===== config.mk =====
export PLATFORM = sky130hd
export DESIGN_NAME = i2s_sound_tx
export DESIGN_NICKNAME = d
export VERILOG_FILES = /design/src/rtl/i2s_sound_tx.sv
export SDC_FILE = /design/constraint.sdc
export NUM_CORES = 1
export LEC_CHECK = 0
export CAP_MARGIN = 20
export CORE_MARGIN = 8
export CORE_UTILIZATION = 56
export DETAILED_ROUTE_END_ITERATION = 10
export GPL_ROUTABILITY_DRIVEN = 0
export MAX_ROUTING_LAYER = met4
export PLACE_DENSITY_LB_ADDON = 0.3
export RECOVER_POWER = 25
export SKIP_CTS_REPAIR_TIMING = 1
export SYNTH_ARGS = -nofsm -noshare
export SYNTH_HDL_FRONTEND = slang
export SYNTH_SLANG_ARGS = --single-unit

===== constraint.sdc =====
create_clock -name IwClk -period 3.5 [get_ports IwClk]
set_input_delay 0.7 -clock IwClk [delete_from_list [all_inputs] [get_ports IwClk]]
set_output_delay 0.7 -clock IwClk [all_outputs]
set_load 0.02 [all_outputs]

===== src/rtl/i2s_sound_tx.sv =====
// I2S master transmitter: stereo 16-bit pairs are queued in a FIFO and sent
// MSB-first in Philips format with bit clock and word select derived from IwClk.
module i2s_sound_tx #(
    parameter int FIFOPOINTERWIDTH = 5,
    parameter int CLKDIV = 4
) (
    input  logic                        IwClk,
    input  logic                        IwReset,
    input  logic                        IwEnable,
    input  logic                        IwSampleWrite,
    input  logic [15:0]                 IbSampleLeft,
    input  logic [15:0]                 IbSampleRight,
    output logic                        OwSampleReady,
    output logic [FIFOPOINTERWIDTH:0]   ObFIFOLevel,
    output logic                        OwUnderrun,
    output logic                        OwI2SClk,
    output logic                        OwI2SLRClk,
    output logic                        OwI2SData
);
    localparam int DEPTH = 1 << FIFOPOINTERWIDTH;
    localparam int DIVWIDTH = (CLKDIV > 1) ? $clog2(CLKDIV) : 1;
    localparam logic [FIFOPOINTERWIDTH:0] FULLLEVEL = (FIFOPOINTERWIDTH + 1)'(DEPTH);
    localparam logic [DIVWIDTH-1:0] DIVLAST = DIVWIDTH'(CLKDIV - 1);

    typedef enum logic {IDLE = 1'b0, RUN = 1'b1} stateType;

    stateType state, nextState;

    logic [31:0]                 fifoMem [DEPTH];
    logic [FIFOPOINTERWIDTH-1:0] writePtr, readPtr;
    logic [FIFOPOINTERWIDTH:0]   level, nextLevel;
    logic                        sampleReady;
    logic                        fifoEmpty, fifoFull, push, pop;

    logic [DIVWIDTH-1:0]         divider;
    logic [4:0]                  slot, nextSlot;
    logic [31:0]                 shiftReg;
    logic                        bitClk, lrClk, underrun;
    logic                        divWrap, fallEdge, frameLoad, frameExit;

    always_ff @(posedge IwClk or posedge IwReset) begin
        if (IwReset) state <= IDLE;
        else         state <= nextState;
    end

    // Frame boundary is the falling bit-clock edge that enters slot 1.
    always_comb begin
        nextState = state;
        divWrap   = 1'b0;
        fallEdge  = 1'b0;
        frameLoad = 1'b0;
        frameExit = 1'b0;
        nextSlot  = slot + 5'd1;
        case (state)
            IDLE: begin
                if (IwEnable) nextState = RUN;
            end
            RUN: begin
                divWrap  = (divider == DIVLAST);
                fallEdge = divWrap && bitClk;
                if (fallEdge && (nextSlot == 5'd1)) begin
                    if (IwEnable) begin
                        frameLoad = 1'b1;
                    end else begin
                        frameExit = 1'b1;
                        nextState = IDLE;
                    end
                end
            end
        endcase
    end

    assign fifoEmpty = (level == '0);
    assign fifoFull  = (level == FULLLEVEL);
    assign pop       = frameLoad && !fifoEmpty;
    // A pop in the same cycle frees the slot, so a full FIFO still accepts the write.
    assign push      = IwSampleWrite && (!fifoFull || pop);

    always_comb begin
        nextLevel = level;
        if (push && !pop)      nextLevel = level + 1'b1;
        else if (pop && !push) nextLevel = level - 1'b1;
    end

    always_ff @(posedge IwClk) begin
        if (push) fifoMem[writePtr] <= {IbSampleLeft, IbSampleRight};
    end

    always_ff @(posedge IwClk or posedge IwReset) begin
        if (IwReset) begin
            writePtr    <= '0;
            readPtr     <= '0;
            level       <= '0;
            sampleReady <= 1'b1;
        end else begin
            if (push) writePtr <= writePtr + 1'b1;
            if (pop)  readPtr  <= readPtr + 1'b1;
            level       <= nextLevel;
            sampleReady <= (nextLevel != FULLLEVEL);
        end
    end

    always_ff @(posedge IwClk or posedge IwReset) begin
        if (IwReset) begin
            divider  <= '0;
            bitClk   <= 1'b0;
            lrClk    <= 1'b0;
            slot     <= '0;
            shiftReg <= '0;
            underrun <= 1'b0;
        end else begin
            underrun <= 1'b0;
            if ((state == IDLE) || frameExit) begin
                divider  <= '0;
                bitClk   <= 1'b0;
                lrClk    <= 1'b0;
                slot     <= '0;
                shiftReg <= '0;
            end else begin
                divider <= divWrap ? '0 : divider + 1'b1;
                if (divWrap) bitClk <= !bitClk;
                if (fallEdge) begin
                    slot  <= nextSlot;
                    lrClk <= nextSlot[4];
                    if (frameLoad) begin
                        shiftReg <= pop ? fifoMem[readPtr] : '0;
                        underrun <= !pop;
                    end else begin
                        shiftReg <= {shiftReg[30:0], 1'b0};
                    end
                end
            end
        end
    end

    assign OwSampleReady = sampleReady;
    assign ObFIFOLevel   = level;
    assign OwUnderrun    = underrun;
    assign OwI2SClk      = bitClk;
    assign OwI2SLRClk    = lrClk;
    assign OwI2SData     = shiftReg[31];
endmodule


Yosys cells after proc, flatten, opt, wreduce, memory -nomap -nowiden
Memory sizes are Yosys's and may differ from the RTL's.
Cells that the tools add are included.

operators by class
  divide/modulo/power cells = 0
  $lt $le $gt $ge = 0
  reductions and logical operators = 16
  mux-type cells = 29
  multiply operators = 0
  eq/ne operators = 4
  bitwise operators = 1
  shifts and indexed selects = 0
  add/subtract/negate cells = 6

operators by type and width
  operator               number
  $mux W32               4
  $mux W1                18
  $add A5 B1 Y5 const B  3
  $mux W6                2
  $mux W5                2
  $add A6 B1 Y6 const B  1
  $eq A6 B6 Y1 const B   1
  $logic_and A1 B1 Y1    6
  $logic_not A6 Y1       1
  $ne A6 B6 Y1 const B   1
  $sub A6 B1 Y6 const B  1
  $eq A5 B1 Y1 const B   1
  $logic_not A1 Y1       5
  $mux W2                2
  $reduce_bool A2 Y1     2
  $add A2 B1 Y2 const B  1
  $eq A2 B2 Y1 const B   1
  $logic_or A1 B1 Y1     2
  $pmux W1 S2            1
  $not A1 Y1             1

storage, ports and cells
  memories = 1
  memory bits (read-only) = 0
  logic and storage cells = 68
  output and inout port bits = 11
  flip-flop bits (word level) = 60
  bits in writable memories = 1024
  bits in latches = 0

memory list
  memory   words  bits a word  rd ports  clocked after Yosys merged registers in  wr ports  line  RTL
  fifoMem  32     32           1         0                                        1         29    logic [31:0] fifoMem [DEPTH];

Depth between registers and ports, before layout
  depth in word-level cells = 13
  gate-level depth with buffers = 10
  depth with buffers taken out = 8

Least setup slack after synthesis
OpenSTA, ideal clock, no wires.

  path type = register to register
  from = register slot[0]
  to = memory fifoMem[31][0], enable pin
  arrival = 3234 ps
  setup slack = -155 ps
  period minus slack after synthesis = 3655 ps
  data required time = 3079 ps
  cell stages (with the launch flop) = 10
  cell sequence = dfrtp_1 > ha_1 > clkbuf_8 > nor3_2 > a31oi_4 > nor2_2 > o21a_1 > buf_2 > nand2_1 > nor2_1

between the ends
  cells in the longest elaborated chain, start to end = 10

ends and longest elaborated chain
  item                           line  RTL
  from (decl)                    36    logic [4:0] slot, nextSlot;
  from (signal assigned)         123   slot <= nextSlot;
  $add A5 B1 Y5                  53    nextSlot = slot + 5'd1;
  $eq A5 B1 Y1                   61    if (fallEdge && (nextSlot == 5'd1)) begin
  $logic_and A1 B1 Y1            61
  $mux W1                        61
  $mux W1                        54    case (state)
  $logic_and A1 B1 Y1            75    assign pop = frameLoad && !fifoEmpty;
  $logic_or A1 B1 Y1             77    assign push = IwSampleWrite && (!fifoFull || pop);
  $logic_and A1 B1 Y1            77
  $mux W1                        86    if (push) fifoMem[writePtr] <= {IbSampleLeft, IbSampleRight};
  $mux W1 (implied by the code)  86
  to (decl)                      29

No other way between the ends.

Worst setup path after layout
  from = register slot[0]
  to = memory fifoMem[22][29], enable pin

Same word-level chain as after synthesis.

==> results.sh <==
export IMPL_run_status="finished, violations left"
export IMPL_violations="max-capacitance violations, max-slew violations"
export IMPL_placedCellCount=2929
export IMPL_synthTopCellsByCount="edfxtp_1 (1024), mux4_2 (254), mux2i_1 (129), dfrtp_1 (58), nand2_1 (49)"
export IMPL_power_density_nw_per_um2=722.8
export IMPL_yosys_warnings=0
export IMPL_rrSetupSlack_ns=0.37
export IMPL_timing_rr_start="slot[0]$_DFFE_PP0P_"
export IMPL_n_fill_cell=4810
export IMPL_viasPerCell=6.400
export IMPL_io_pins=47
export IMPL_cts_root_buffer="clkbuf_16"
export IMPL_first_global_vias=20390
export IMPL_core_area_um2=74320
export IMPL_ant_nets=0
export IMPL_drc=0
export IMPL_ir_worst_vdd_mv=0.5065
export IMPL_period_share=0.8939
export IMPL_drt_iter0_markers=2318
export IMPL_vias=19970
export IMPL_setup_viol=0
export IMPL_drt_wl_total_um=90870
export IMPL_rsz0062_at_grt="no"
export IMPL_cts_path_max_buffers=3
export IMPL_synth_most_common_cell="edfxtp_1"
export IMPL_ys_async_sr_fraction=0.05448
export IMPL_port_buffers=46
export IMPL_holdWs_ns=0.4414
export IMPL_report_power_total_w=0.03464
export IMPL_ff_latch_area_um2=32240
export IMPL_netlist_instances=1896
export IMPL_htreeDepth=3
export IMPL_grt_max_degree=62
export IMPL_antenna_cells=0
export IMPL_dieHeight_um=289.9
export IMPL_finalCriticalPeriod_ns=3.129
export IMPL_cts_tree="done"
export IMPL_die_w_um=289.9
export IMPL_synth_largest_area_cell="edfxtp_1"
export IMPL_ys_ff_latch=1083
export IMPL_cp_data_arrival_time_ns=3.45
export IMPL_syn_avg_cell_area_um2=22.16
export IMPL_routedWlPerCell_um=29.12
export IMPL_syn2layout_area_growth_pct=14.08
export IMPL_layout_nets=2112
export IMPL_cp_end_kind="register"
export IMPL_max_freq_mhz=319.6
export IMPL_ys_flop_type="edfxtp_1"
export IMPL_rows=100
export IMPL_multi_input_area_um2=9522
export IMPL_critPathLaunch="slot[0]$_DFFE_PP0P_"
export IMPL_worstSetupPathType="reg -> reg"
export IMPL_fin_cells=3120
export IMPL_synth_top_area_share=0.7318
export IMPL_initial_core_util=0.5653
export IMPL_min_path_type="reg -> reg"
export IMPL_critPathRequiredTime_ns=3.82
export IMPL_maxCapViolations=24
export IMPL_dp_hpwl_um=56030
export IMPL_cts_buffers=103
export IMPL_finalHoldViolations=0
export IMPL_grt_overflow=0
export IMPL_synth_area_um2=42020
export IMPL_drt_pre_antenna_iters=5
export IMPL_crit_path_start_kind="register"
export IMPL_reg2regPathDepth=10
export IMPL_leakagePower_nw=14.78
export IMPL_fp_dieArea_um2=84050
export IMPL_insertion_delay_ns=0.66
export IMPL_worstSetupEndpoint="fifoMem[22][29]$_DFFE_PP_"
export IMPL_grt_use_total=0.2214
export IMPL_synth_edf_count=1024
export IMPL_regToRegEndpoint="fifoMem[22][29]$_DFFE_PP_"
export IMPL_post_synth_num_cell_types=72
export IMPL_drv_slew=725
export IMPL_grt_pass1_wl_um=136100
export IMPL_drive_gt1_frac=0.2608
export IMPL_cts_sinks=1083
export IMPL_clock_skew_ns=0.02283
export IMPL_seq_area_frac_synth=0.7670
export IMPL_tightest_slew_ns=1.720
export IMPL_crit_fanout=19
export IMPL_antenna_found_initial=1
export IMPL_max_slew_margin_rel=-0.1465
export IMPL_ys_top_cells_by_area="edfxtp_1 (73%), mux4_2 (14%), dfrtp_1 (3.5%), mux2i_1 (3.1%), a221o_1 (0.71%)"
export IMPL_path_clk_slew_ns=0.06
export IMPL_synthesis_nets=1943
==> cell usage in the layout, fill, tap and decap left out, types with 4 or more instances in the layout <==
cell | synthesis | layout
a21oi_1 | 5 | 5
a221o_1 | 30 | 30
a221oi_1 | 32 | 32
a22oi_1 | 32 | 32
and3_1 | 4 | 4
buf_12 | 0 | 27
buf_4 | 2 | 75
bufinv_16 | 0 | 6
clkbuf_1 | 38 | 56
clkbuf_16 | 0 | 105
clkbuf_8 | 1 | 6
clkdlybuf4s50_1 | 0 | 21
clkinv_1 | 0 | 19
clkinv_2 | 0 | 15
dfrtp_1 | 58 | 55
dlygate4sd3_1 | 0 | 25
edfxtp_1 | 1024 | 1024
ha_1 | 11 | 11
inv_1 | 11 | 11
mux2i_1 | 129 | 129
mux4_2 | 254 | 254
nand2_1 | 49 | 49
nand3_1 | 4 | 4
nand3b_1 | 5 | 5
nand4_1 | 8 | 8
nor2_1 | 41 | 8
nor2_4 | 1 | 34
xnor2_1 | 13 | 13
xor2_1 | 4 | 4
==> worst min path at each step <==
stage | end | slack, ns | startpoint | cells after the start
2_1_floorplan | divider[0]$_DFF_PP0_ | 0.42 | divider[0]$_DFF_PP0_ | 1
4_1_cts | divider[0]$_DFF_PP0_ | 0.45 | divider[0]$_DFF_PP0_ | 1
5_1_grt | divider[0]$_DFF_PP0_ | 0.47 | divider[0]$_DFF_PP0_ | 1
3_5_place_dp | divider[0]$_DFF_PP0_ | 0.44 | divider[0]$_DFF_PP0_ | 1
3_3_place_gp | divider[0]$_DFF_PP0_ | 0.43 | divider[0]$_DFF_PP0_ | 1
6_report | divider[0]$_DFF_PP0_ | 0.44 | divider[0]$_DFF_PP0_ | 1
==> routing by layer <==
metal	global-route usage	part of all wire
met2	0.3275	0.47
met5	-	0
met3	0.03497	0.087
met4	0.04859	0.017
met1	0.3296	0.43
==> layout make-up <==
type                            instances  share of cell area
Clock inverter                         49            0.009032
Sequential cell                      1083              0.6726
Tap cell                              969             0.02529
Clock buffer                          142             0.05897
Timing Repair Buffer                  173             0.03459
Multi-Input combinational cell        693              0.1987
Inverter                               11           0.0008614
==> kinds of logic after synthesis <==
group | count (synthesis) | synth area share
compound gates | 135 | 0.02820
xor+xnor | 17 | 0.003544
fa+ha+maj | 11 | 0.003276
buf+inv | 120 | 0.01292
flops | 1083 | 0.7670
mux | 385 | 0.1674
simple gates | 145 | 0.01763
==> where the power goes <==
group	leakage, nW	switching [W]	internal, W
combinational	3.21	0.00429	0.00372
sequential	9.98	0.000629	0.0152
clock	1.59	0.00466	0.00610
total	14.8	0.00958	0.0251
==> worst max-delay path, cell delays in order, from the launching register on <==
cell     delay, ns
dfrtp_1       0.45
ha_1          0.36
nor3_2        0.33
a31oi_4       0.11
nor2_2        0.14
o21a_1        0.39
buf_4         0.22
nand2_1       0.06
buf_4         0.22
nor2_4        0.14
buf_4         0.32
==> through the flow <==
step	TNS (ns)	cell area (um2)	worst slack, ns	util
2_1_floorplan	-127.79	42020	-0.1548	-
3_3_place_gp	0	44770	0.2446	0.6023
3_5_place_dp	0	44770	0.2267	0.6023
4_1_cts	0	48020	0.3957	0.6462
5_1_grt	0	47930	0.2134	0.6449
6_report	0	47930	0.3713	0.6449
==> registers in the layout (all words and copies together), names as in the netlist <==
name	cells
shiftReg	32
writePtr	5
slot	5
OwUnderrun	1
state	1
fifoMem	1024
OwI2SClk	1
OwSampleReady	1
readPtr	5
ObFIFOLevel	6
divider	2
(Power assumes the default switching activity.)
